[config.mk]
export PLATFORM = sky130hd
export DESIGN_NAME = div_32bit_seq
export DESIGN_NICKNAME = d
export VERILOG_FILES = /design/src/rtl/div_pkg.sv /design/src/rtl/div_step.sv /design/src/rtl/div_32bit_seq.sv
export SDC_FILE = /design/constraint.sdc
export NUM_CORES = 1
export LEC_CHECK = 0
export CORE_MARGIN = 8
export CORE_UTILIZATION = 43
export CTS_CLUSTER_SIZE = 10
export DETAILED_ROUTE_END_ITERATION = 8
export DONT_BUFFER_PORTS = 1
export SLEW_MARGIN = 5
export SYNTH_ARGS = -nofsm -noshare
export SYNTH_HDL_FRONTEND = slang
export SYNTH_SLANG_ARGS = --single-unit
[constraint.sdc]
create_clock -name clk -period 3.75 [get_ports clk]
set_clock_uncertainty 0.15 [all_clocks]
set_input_delay 0.9375 -clock clk [delete_from_list [all_inputs] [get_ports clk]]
set_output_delay 0.9375 -clock clk [all_outputs]
set_load 0.005 [all_outputs]
[src/rtl/div_pkg.sv]
// Shared definitions for the sequential restoring divider: FSM states,
// default operand width and the iteration counter width.
package div_pkg;

  typedef enum logic [1:0] {
    IDLE = 2'd0,
    RUN  = 2'd1,
    DONE = 2'd2
  } div_state_t;

  localparam int DIV_WIDTH = 32;

  // One extra bit so the counter can hold the value WIDTH itself.
  function automatic int cnt_width(input int w);
    return $clog2(w) + 1;
  endfunction

  localparam int DIV_CNT_W = cnt_width(DIV_WIDTH);

endpackage

[src/rtl/div_step.sv]
// One restoring-division iteration: shift in the next dividend bit,
// trial-subtract the divisor and keep or restore the partial remainder.
module div_step
  import div_pkg::*;
#(
  parameter int WIDTH = DIV_WIDTH
) (
  input  logic [WIDTH:0]   rem_in,
  input  logic             bit_in,
  input  logic [WIDTH-1:0] divisor,
  output logic [WIDTH:0]   rem_out,
  output logic             q_bit
);

  logic [WIDTH+1:0] shifted_s;
  logic [WIDTH+1:0] diff_s;

  // Trial subtraction; the extra top bit of diff_s is the borrow/sign.
  always_comb begin
    shifted_s = {rem_in, bit_in};
    diff_s    = shifted_s - {2'b00, divisor};
    q_bit     = ~diff_s[WIDTH+1];
    if (q_bit) begin
      rem_out = diff_s[WIDTH:0];
    end else begin
      rem_out = shifted_s[WIDTH:0];
    end
  end

endmodule

[src/rtl/div_32bit_seq.sv]
// Sequential restoring divider, one quotient bit per cycle, WIDTH+1 cycle latency.
// Optional signed (MIPS div) mode is enabled by defining DIV_SIGNED_EN.
module div_32bit_seq
  import div_pkg::*;
#(
  parameter int WIDTH = DIV_WIDTH
) (
  input  logic             clk,
  input  logic             rst_n,
  input  logic             start,
  input  logic             signed_op,
  input  logic [WIDTH-1:0] dividend,
  input  logic [WIDTH-1:0] divisor,
  output logic             busy,
  output logic             done,
  output logic [WIDTH-1:0] quotient,
  output logic [WIDTH-1:0] remainder,
  output logic             div_by_zero
);

  localparam int CNT_W = cnt_width(WIDTH);

  div_state_t       state_r;
  logic [CNT_W-1:0] cnt_r;
  logic [WIDTH:0]   rem_r;
  logic [WIDTH-1:0] quo_r;
  logic [WIDTH-1:0] dsr_r;
  logic             neg_q_r;
  logic             neg_rem_r;

  logic [WIDTH-1:0] op_a_s;
  logic [WIDTH-1:0] op_b_s;
  logic             neg_q_s;
  logic             neg_rem_s;
  logic [WIDTH:0]   step_rem_s;
  logic             step_q_s;

`ifndef DIV_SIGNED_EN
  logic signed_op_unused_s;
  assign signed_op_unused_s = signed_op;
`endif

  // Operand magnitudes and result sign fix-ups captured at start.
  always_comb begin
    op_a_s    = dividend;
    op_b_s    = divisor;
    neg_q_s   = 1'b0;
    neg_rem_s = 1'b0;
`ifdef DIV_SIGNED_EN
    if (signed_op) begin
      neg_q_s   = dividend[WIDTH-1] ^ divisor[WIDTH-1];
      neg_rem_s = dividend[WIDTH-1];
      op_a_s    = dividend[WIDTH-1] ? (~dividend + WIDTH'(1)) : dividend;
      op_b_s    = divisor[WIDTH-1]  ? (~divisor + WIDTH'(1))  : divisor;
    end else begin
      op_a_s    = dividend;
      op_b_s    = divisor;
      neg_q_s   = 1'b0;
      neg_rem_s = 1'b0;
    end
`endif
  end

  div_step #(.WIDTH(WIDTH)) u_step (
    .rem_in  (rem_r),
    .bit_in  (quo_r[WIDTH-1]),
    .divisor (dsr_r),
    .rem_out (step_rem_s),
    .q_bit   (step_q_s)
  );

  // Control FSM, working registers and registered result outputs.
  always_ff @(posedge clk or negedge rst_n) begin
    if (!rst_n) begin
      state_r     <= IDLE;
      cnt_r       <= '0;
      rem_r       <= '0;
      quo_r       <= '0;
      dsr_r       <= '0;
      neg_q_r     <= 1'b0;
      neg_rem_r   <= 1'b0;
      busy        <= 1'b0;
      done        <= 1'b0;
      quotient    <= '0;
      remainder   <= '0;
      div_by_zero <= 1'b0;
    end else begin
      case (state_r)
        IDLE, DONE: begin
          if (start && (divisor == '0)) begin
            state_r     <= DONE;
            busy        <= 1'b0;
            done        <= 1'b1;
            quotient    <= '1;
            remainder   <= dividend;
            div_by_zero <= 1'b1;
          end else if (start) begin
            state_r     <= RUN;
            cnt_r       <= '0;
            rem_r       <= '0;
            quo_r       <= op_a_s;
            dsr_r       <= op_b_s;
            neg_q_r     <= neg_q_s;
            neg_rem_r   <= neg_rem_s;
            busy        <= 1'b1;
            done        <= 1'b0;
            div_by_zero <= 1'b0;
          end else begin
            state_r <= IDLE;
            done    <= 1'b0;
          end
        end
        RUN: begin
          if (cnt_r == CNT_W'(WIDTH)) begin
            // Extra cycle after the last iteration applies the sign fix-up.
            state_r   <= DONE;
            busy      <= 1'b0;
            done      <= 1'b1;
            quotient  <= neg_q_r ? (~quo_r + WIDTH'(1)) : quo_r;
            remainder <= neg_rem_r ? (~rem_r[WIDTH-1:0] + WIDTH'(1)) : rem_r[WIDTH-1:0];
          end else begin
            cnt_r <= cnt_r + CNT_W'(1);
            rem_r <= step_rem_s;
            quo_r <= {quo_r[WIDTH-2:0], step_q_s};
          end
        end
        default: begin
          state_r <= IDLE;
          busy    <= 1'b0;
          done    <= 1'b0;
        end
      endcase
    end
  end

endmodule

[Word-level counts from Yosys, hierarchy flattened]
Cells that the tools add are included.
Word-level totals
  register bits: 172
  bits in latches: 0
  bits in writable memories: 0
  ROM bits: 0
  bits of input ports: 68
  output and inout port bits: 67
  logic and storage cells: 66
  memories kept: 0
Cells by class
  add/sub/neg operators: 2
  multiply operators: 0
  div/mod/pow operators: 0
  $lt $le $gt $ge: 0
  eq/ne operators: 9
  shift-type cells: 0
  muxes and demuxes: 32
  bitwise operators: 2
  reductions and logical operators: 11
Operator list (number)
  $mux 32: 7
  $pmux 32 s2: 3
  $mux 33: 4
  $pmux 33 s2: 1
  $sub 34x32->34: 1
  $logic_not 32->1: 1
  $mux 6: 3
  $pmux 6 s2: 1
  $ne 2x2->1 const B: 5
  $mux 1: 8
  $add 6x1->6 const B: 1
  $eq 6x6->1 const B: 1
  $reduce_and 3->1: 2
  $mux 2: 2
  $pmux 1 s2: 2
  $pmux 2 s2: 1
  $reduce_and 2->1: 2
  $reduce_and 4->1: 1
  $reduce_bool 2->1: 2
  $ne 3x3->1 const B: 1
  $eq 2x1->1 const B: 1
  $eq 2x2->1 const B: 1
  $logic_not 2->1: 1
  $not 1->1: 2
  2 further kinds: 2

[Longest topological paths before layout]
Gate-level depths: netlist of the first run.
  depth in word-level cells: 4
  mapped depth: 12
  mapped depth without buffers: 11

[Hierarchy]
From an unflattened synthesis of the first run, not the netlist that was laid out.
Unflattened totals
  cells, all modules: 1090
  area, all modules: 10118.5 µm²
Modules (own cells, without submodules)
  div_32bit_seq: instances 1, cells each 751, area each 7837.5 µm², seq. area each 4279.1 µm²
  div_step: instances 1, cells each 339, area each 2280.9 µm², seq. area each 0.0 µm²

[Worst setup path after synthesis of the first run]
Ideal clock, no wire load.
  path kind: input port to flip-flop
  start point: input divisor[28]
  end point: register remainder[0]
  setup time: 141 ps
  arrival: 2530 ps
  data required time: 3459 ps
  path slack: 928 ps
  cell stages on the path: 7
  path buffers: 2
  cells stage by stage: nor4_1 -> nand4_1 -> or3_1 -> nand2_1 -> clkbuf_1 -> clkbuf_1 -> a31oi_1
On the way
  longest elaborated chain between the ends: 4
RTL lines
  start, declared: line div_32bit_seq.sv:13  | input logic [WIDTH-1:0] divisor,
  $logic_not 32->1: line div_32bit_seq.sv:90  | if (start && (divisor == '0)) begin
  $logic_and 1x1->1: line div_32bit_seq.sv:90
  $ne 2x2->1 (no source line)
  $reduce_and 3->1 (no source line)
  end signal, assigned: line div_32bit_seq.sv:95  | remainder <= dividend;
  end signal, assigned: line div_32bit_seq.sv:120  | remainder <= neg_rem_r ? (~rem_r[WIDTH-1:0] + WIDTH'(1)) : rem_r[WIDTH-1:0];
  end, declared: line div_32bit_seq.sv:17  | output logic [WIDTH-1:0] remainder,
No other way between the ends.
A chain may end at the register's enable or synchronous reset.

[Worst setup path after layout of the first run]
  start point: register rem_r[3]
  end point: register rem_r[27]
On the way
  longest elaborated chain between the ends: 4
RTL lines
  start, declared: line div_32bit_seq.sv:25  | logic [WIDTH:0] rem_r;
  start signal, assigned: line div_32bit_seq.sv:123  | rem_r <= step_rem_s;
  $sub 34x32->34: line div_step.sv:21  | diff_s = shifted_s - {2'b00, divisor};
  $mux 33: line div_step.sv:23  | if (q_bit) begin
  $mux 33: line div_32bit_seq.sv:114  | if (cnt_r == CNT_W'(WIDTH)) begin
  $pmux 33 s2: line div_32bit_seq.sv:88  | case (state_r)
No other way between the ends. The select of a mux whose other input is x is not followed.

==> results of run 1 <==
-- critical path, stage by stage, from the launching register on --
cell and delay [ns]:
dfrtp_1 0.42, ha_1 0.38, o211ai_1 0.11, a21oi_1 0.32, o21ai_0 0.23, a31oi_1 0.52
a41oi_1 0.22, nand3_2 0.19, buf_4 0.28, mux2i_1 0.23, o21ai_1 0.07
-- synthesized netlist by cell type (3+ instances only) --
library cell and number:
nand2b_1 12, a21o_1 11, o31ai_1 8, nand4_1 11
o211ai_1 18, o22a_1 32, and2_1 23, buf_2 5
clkbuf_1 49, nor4_1 9, a31oi_1 20, inv_1 41
nand3_1 32, o21bai_1 5, dfrtp_1 171, mux2i_1 23
nor3_1 7, a211oi_1 3, nor2b_1 4, a21oi_1 83
o221ai_1 3, o21ai_1 50, xor2_1 15, a32oi_1 8
o21a_1 7, o21ai_0 43, ha_1 34, nor2_1 58
nand2_1 150, xnor2_1 17
-- per-layer routing --
layer | up-vias | global-route usage | share of wire
met1 | 3441 | 0.274 | 0.49
met3 | 25 | 0.0463 | 0.065
met2 | 178 | 0.271 | 0.43
met4 | 0 | 0.0509 | 0.015
met5 | - | 0 | 0
li1 | 3502 | - | -
-- layout make-up --
type / count / area [um2]
Fill cell: 2032 / 10900
Multi-Input combinational cell: 724 / 4420
Sequential cell: 171 / 4280
Clock buffer: 18 / 439
Tap cell: 275 / 344
Timing Repair Buffer: 19 / 180
Inverter: 41 / 154
Clock inverter: 14 / 151
-- power breakdown --
group / switching [mW] / internal (mW) / leakage, nW
clock network: 0.842 / 0.906 / 0.279
logic: 3.65 / 2.74 / 1.89
registers: 0.800 / 2.76 / 2.11
total: 5.30 / 6.40 / 4.28
-- path summary, 6_finish.rpt --
| kind | slack [ns] | endpoint | from | cells past startpoint |
|---|---|---|---|---|
| worst max register to register | 0.49 | rem_r[27]$_DFFE_PN0P_ | rem_r[3]$_DFFE_PN0P_ | 10 |
| worst max-delay path | 0.49 | rem_r[27]$_DFFE_PN0P_ | rem_r[3]$_DFFE_PN0P_ | 10 |
| max in group asynchronous | 3.00 | dsr_r[3]$_DFFE_PN0P_ | rst_n | 0 |
| worst min-delay path | 0.06 | dsr_r[10]$_DFFE_PN0P_ | rst_n | 0 |
| worst min register to register | 0.36 | quo_r[6]$_DFFE_PN0P_ | quo_r[6]$_DFFE_PN0P_ | 2 |
| min in group clk | 0.36 | quo_r[6]$_DFFE_PN0P_ | quo_r[6]$_DFFE_PN0P_ | 2 |
-- sequential cells by signal, summed over array words and instances (netlist names) --
signal and flops:
busy 1, div_by_zero 1, dsr_r 32, quotient 32, state_r 1, remainder 32
cnt_r 6, quo_r 32, rem_r 33, done 1
-- stage by stage --
step                worst slack (ns)   util  instances
global placement               0.371  0.450       1230
finish                         0.486  0.479       1262
CTS                            0.510  0.479       1262
detailed placement             0.358  0.450       1230
floorplan                      0.928      -        992
global route                   0.298  0.479       1262
-- logic make-up after synthesis --
| kind of cell | Yosys count | share of synthesized area |
|---|---|---|
| AOI/OAI and AO/OA | 311 | 0.216 |
| DFF | 171 | 0.473 |
| adders and majority gates | 35 | 0.0493 |
| buffers and inverters | 97 | 0.0410 |
| and+or+nand+nor | 322 | 0.162 |
| muxes | 24 | 0.0267 |
| xor gates and xnor gates | 32 | 0.0310 |
==> results.py, run 1 <==
metrics = {
    "pwr": {
        "p_total_mw": 11.7,
        "ir_drop_v": 0.000603,
        "leakage_nw": 4.28,
        "pwr_density_cell_nw_per_um2": 1170,
    },
    "synthesis": {
        "ys_async_sr_fraction": 1.00,
        "synth_top_cells_by_area": "dfrtp_1 47%, nand2_1 6.2%, ha_1 4.7%",
        "synth_top_area_share": 0.473,
        "synth_flop_cell": "dfrtp_1",
        "ys_seq_elements": 171,
        "ys_seq_area_frac": 0.473,
        "syn_avg_cell_area_um2": 9.11,
        "synth.distinct_cells": 59,
        "syn-instance-count": 992,
        "synth_fp_nets": 1095,
        "synth.largest_area_cell": "dfrtp_1",
        "netlist_area_um2": 9040,
        "synth-edff-count": 0,
        "ys_warn_count": 0,
    },
    "timing": {
        "finalHoldViolations": 0,
        "timing.hold.ws_ns": 0.0595,
        "drv_slew": 0,
        "period_minus_slack_ns": 3.26,
        "setup_violations": 0,
        "rsz0062_at_grt": "no",
        "fmax_mhz": 306,
        "relSlewSlack": 0.421,
        "final.period_utilization": 0.870,
        "worst-slew-pin-transition_ns": 0.867,
        "setup-tns-final_ns": 0,
    },
    "worst_setup_path": {
        "critPathCaptureType": "flip-flop",
        "cp.arrival_ns": 3.41,
        "cp.required_ns": 3.90,
        "cp_max_fo": 19,
        "startpoint_type": "flip-flop",
        "critPathKind": "reg2reg",
    },
    "clock_tree": {
        "ctsHoldBuffers": 0,
        "cts-root-buf": "clkbuf_16",
        "clk_pin_slew_ns": 0.07,
        "cts_setup_buffers": 0,
        "cts_max_level": 4,
        "cts_tree": "yes",
        "clk_latency_ns": 0.43,
        "numClockSinks": 171,
        "clk_path_buf_depth": 2,
        "numCtsBuffers": 17,
        "ctsResizeCount": 0,
    },
    "finish": {
        "drive_gt1_frac": 0.0669,
        "finish.instance_area_um2": 9970,
        "n_antenna_cell": 0,
        "final_cell_mix": "171 x dfrtp_1, 149 x nand2_1, 83 x a21oi_1, 55 x nor2_1, 50 x o21ai_1",
        "area_growth_pct": 10.3,
        "final_common_cell": "dfrtp_1",
        "layout.nets": 1077,
    },
    "detailed_routing": {
        "routedWlPerCell_um": 19.3,
        "drc": 0,
        "via_per_inst": 5.66,
        "drtAntennaViolNets": 0,
        "vias": 7146,
        "drt_first_pass_iters": 5,
        "first_iter_violations": 615,
        "wl_mm": 24.3,
    },
    "run_status": {
        "status": "finished clean",
    },
    "floorplan": {
        "initial_core_util": 0.434,
        "ios": 135,
        "rows": 53,
        "coreArea_um2": 20800,
        "dieArea_um2": 25900,
        "fp.dieW_um": 161,
        "die_y_um": 161,
    },
    "global_route": {
        "grtUsageTotal": 0.188,
        "grt_pass1_wl_mm": 38.8,
        "grt_max_degree": 172,
        "antenna_found_initial": 0,
        "grt_pass1_vias": 6740,
        "grt.overflow.total": 0,
    },
    "run": {
        "drv_cap": 0,
    },
    "placed_design": {
        "io_buffers": 0,
        "placed_area_um2": 9380,
        "post-dp-hpwl_mm": 17.6,
        "place_congestion": 0.901,
    },
    "min_path": {
        "hold_class": "in2async",
    },
}
(Power assumes the default switching activity.)
==> inputs of run 2 (changes only) <==
CORE_UTILIZATION = 45   (was 43)
==> run 2 against run 1 <==
Against the previous run: non-clock buffer count is 1 higher; core utilization increased by 2.0 points; die area shrank 4.0%; global-route usage up 1.4 points; critical path type unchanged; largest power group unchanged.
==> results.py, run 2 (synthesis results as in run 1) <==
metrics = {
    "run_status": {
        "status": "finished clean",
    },
    "pwr": {
        "sw_frac_of_total": 0.450,
        "p_int_mw": 6.44,
        "p_total_mw": 11.7,
        "leakage_nw": 4.28,
        "combPwrFrac": 0.545,
        "pwr_density_cell_nw_per_um2": 1170,
        "power.net_switching_mw": 5.26,
        "ir_drop_v": 0.000479,
        "seq_power_share": 0.304,
        "pwr-share-clk": 0.151,
    },
    "clock_tree": {
        "cts_setup_buffers": 0,
        "clk_latency_ns": 0.43,
        "cts-root-buf": "clkbuf_16",
        "ctsHoldBuffers": 0,
        "numClockSinks": 171,
        "numCtsBuffers": 17,
        "clk_pin_slew_ns": 0.07,
        "cts_tree": "yes",
        "ctsResizeCount": 0,
        "cts_max_level": 4,
        "clk_path_buf_depth": 2,
    },
    "placed_design": {
        "io_buffers": 0,
        "post-dp-hpwl_mm": 17.6,
        "place_congestion": 0.871,
    },
    "global_route": {
        "grt_pass1_vias": 7057,
        "grt_pass1_wl_mm": 39.3,
        "antenna_found_initial": 1,
        "grt_max_degree": 172,
        "grtUsageTotal": 0.202,
        "grt.overflow.total": 0,
    },
    "floorplan": {
        "dieArea_um2": 24900,
        "rows": 52,
        "initial_core_util": 0.453,
        "fp.dieW_um": 158,
        "coreArea_um2": 20000,
        "ios": 135,
        "die_y_um": 158,
    },
    "worst_setup_path": {
        "startpoint_type": "flip-flop",
        "rr_endpoint": "rem_r[32]$_DFFE_PN0P_",
        "critPathSlowestCell": "or4_1",
        "ff2ff_setup_slack_ns": 0.41,
        "cp_max_fo": 16,
        "cp.arrival_ns": 3.55,
        "reg2reg_from": "rem_r[3]$_DFFE_PN0P_",
        "critPathKind": "reg2reg",
        "cp_top_family": "compound AO/OA/AOI/OAI gates",
        "crit_chain": "ha_1 > a21oi_2 > nand2_1 > o21ai_0 > a31oi_1 > a41oi_1 > nand3_2 > buf_4 > or4_1 > nand3_1",
        "reg2reg_depth": 10,
        "critPathCaptureType": "flip-flop",
        "critPathLaunch": "rem_r[3]$_DFFE_PN0P_",
        "cp.required_ns": 3.96,
        "worst_path_largest_cell_delay_ns": 0.47,
        "path_buf_inv": 1,
    },
    "detailed_routing": {
        "vias": 7160,
        "drtAntennaViolNets": 0,
        "wl_mm": 24.4,
        "drt_first_pass_iters": 6,
        "routedWlPerCell_um": 19.4,
        "via_per_inst": 5.69,
        "first_iter_violations": 519,
        "drc": 0,
    },
    "min_path": {
        "hold_class": "in2async",
    },
    "timing": {
        "drv_slew": 0,
        "setup-tns-final_ns": 0,
        "finalHoldViolations": 0,
        "setup_violations": 0,
        "worst-slew-pin-transition_ns": 0.642,
        "rsz0062_at_grt": "no",
        "final.period_utilization": 0.891,
        "fmax_mhz": 299,
        "period_minus_slack_ns": 3.34,
        "relSlewSlack": 0.568,
    },
    "run": {
        "drv_cap": 0,
    },
    "finish": {
        "final_common_cell": "dfrtp_1",
        "layout.nets": 1078,
        "drive_gt1_frac": 0.0668,
        "n_antenna_cell": 0,
        "top_register": "rem_r",
        "final_cell_mix": "171 x dfrtp_1, 149 x nand2_1, 83 x a21oi_1, 55 x nor2_1, 50 x o21ai_1",
        "area_growth_pct": 10.2,
        "fin_util": 0.499,
        "largest_reg_flops": 33,
    },
}
-- run 2: metal layers --
metal / vias to the layer above / wire (um) / GRT usage
li1: 3500 / - / -
met1: 3455 / 11600 / 0.290
met2: 179 / 10800 / 0.300
met3: 26 / 1630 / 0.0429
met4: 0 / 383 / 0.0598
met5: - / 0 / 0
-- run 2: power groups by stage --
stage          Combinational (mW)  Clock [mW]  Sequential, mW
4_1_cts                      6.39        1.80            3.57
6_report                     6.38        1.77            3.56
2_1_floorplan                5.07           0            3.27
3_3_place_gp                 6.28           0            3.58
5_1_grt                      7.20        1.88            3.68
3_5_place_dp                 6.36           0            3.60
-- run 2: area by class of cell --
cell class	instances	area (um2)
Clock buffer	18	429
Clock inverter	14	154
Fill cell	1922	10000
Inverter	41	154
Multi-Input combinational cell	724	4420
Sequential cell	171	4280
Tap cell	270	338
Timing Repair Buffer	20	188
-- run 2: per-stage QoR --
stage,hold WS [ns],area [um2],cells,setup slack (ns)
2_1_floorplan,0.302,9040,992,0.928
3_3_place_gp,0.353,9380,1226,0.492
3_5_place_dp,0.362,9380,1226,0.451
4_1_cts,0.0419,9960,1258,0.424
5_1_grt,0.0353,9960,1258,0.239
6_report,0.0576,9960,1258,0.409
-- run 2: worst max path at each step --
| stage | slack, ns | cells after the start | endpoint |
|---|---|---|---|
| detailed placement | 0.45 | 10 | rem_r[32]$_DFFE_PN0P_ |
| floorplan | 0.93 | 7 | remainder[0]$_DFFE_PN0P_ |
| finish | 0.41 | 10 | rem_r[32]$_DFFE_PN0P_ |
| CTS | 0.42 | 10 | rem_r[32]$_DFFE_PN0P_ |
| global placement | 0.49 | 11 | rem_r[32]$_DFFE_PN0P_ |
| global route | 0.24 | 10 | rem_r[32]$_DFFE_PN0P_ |
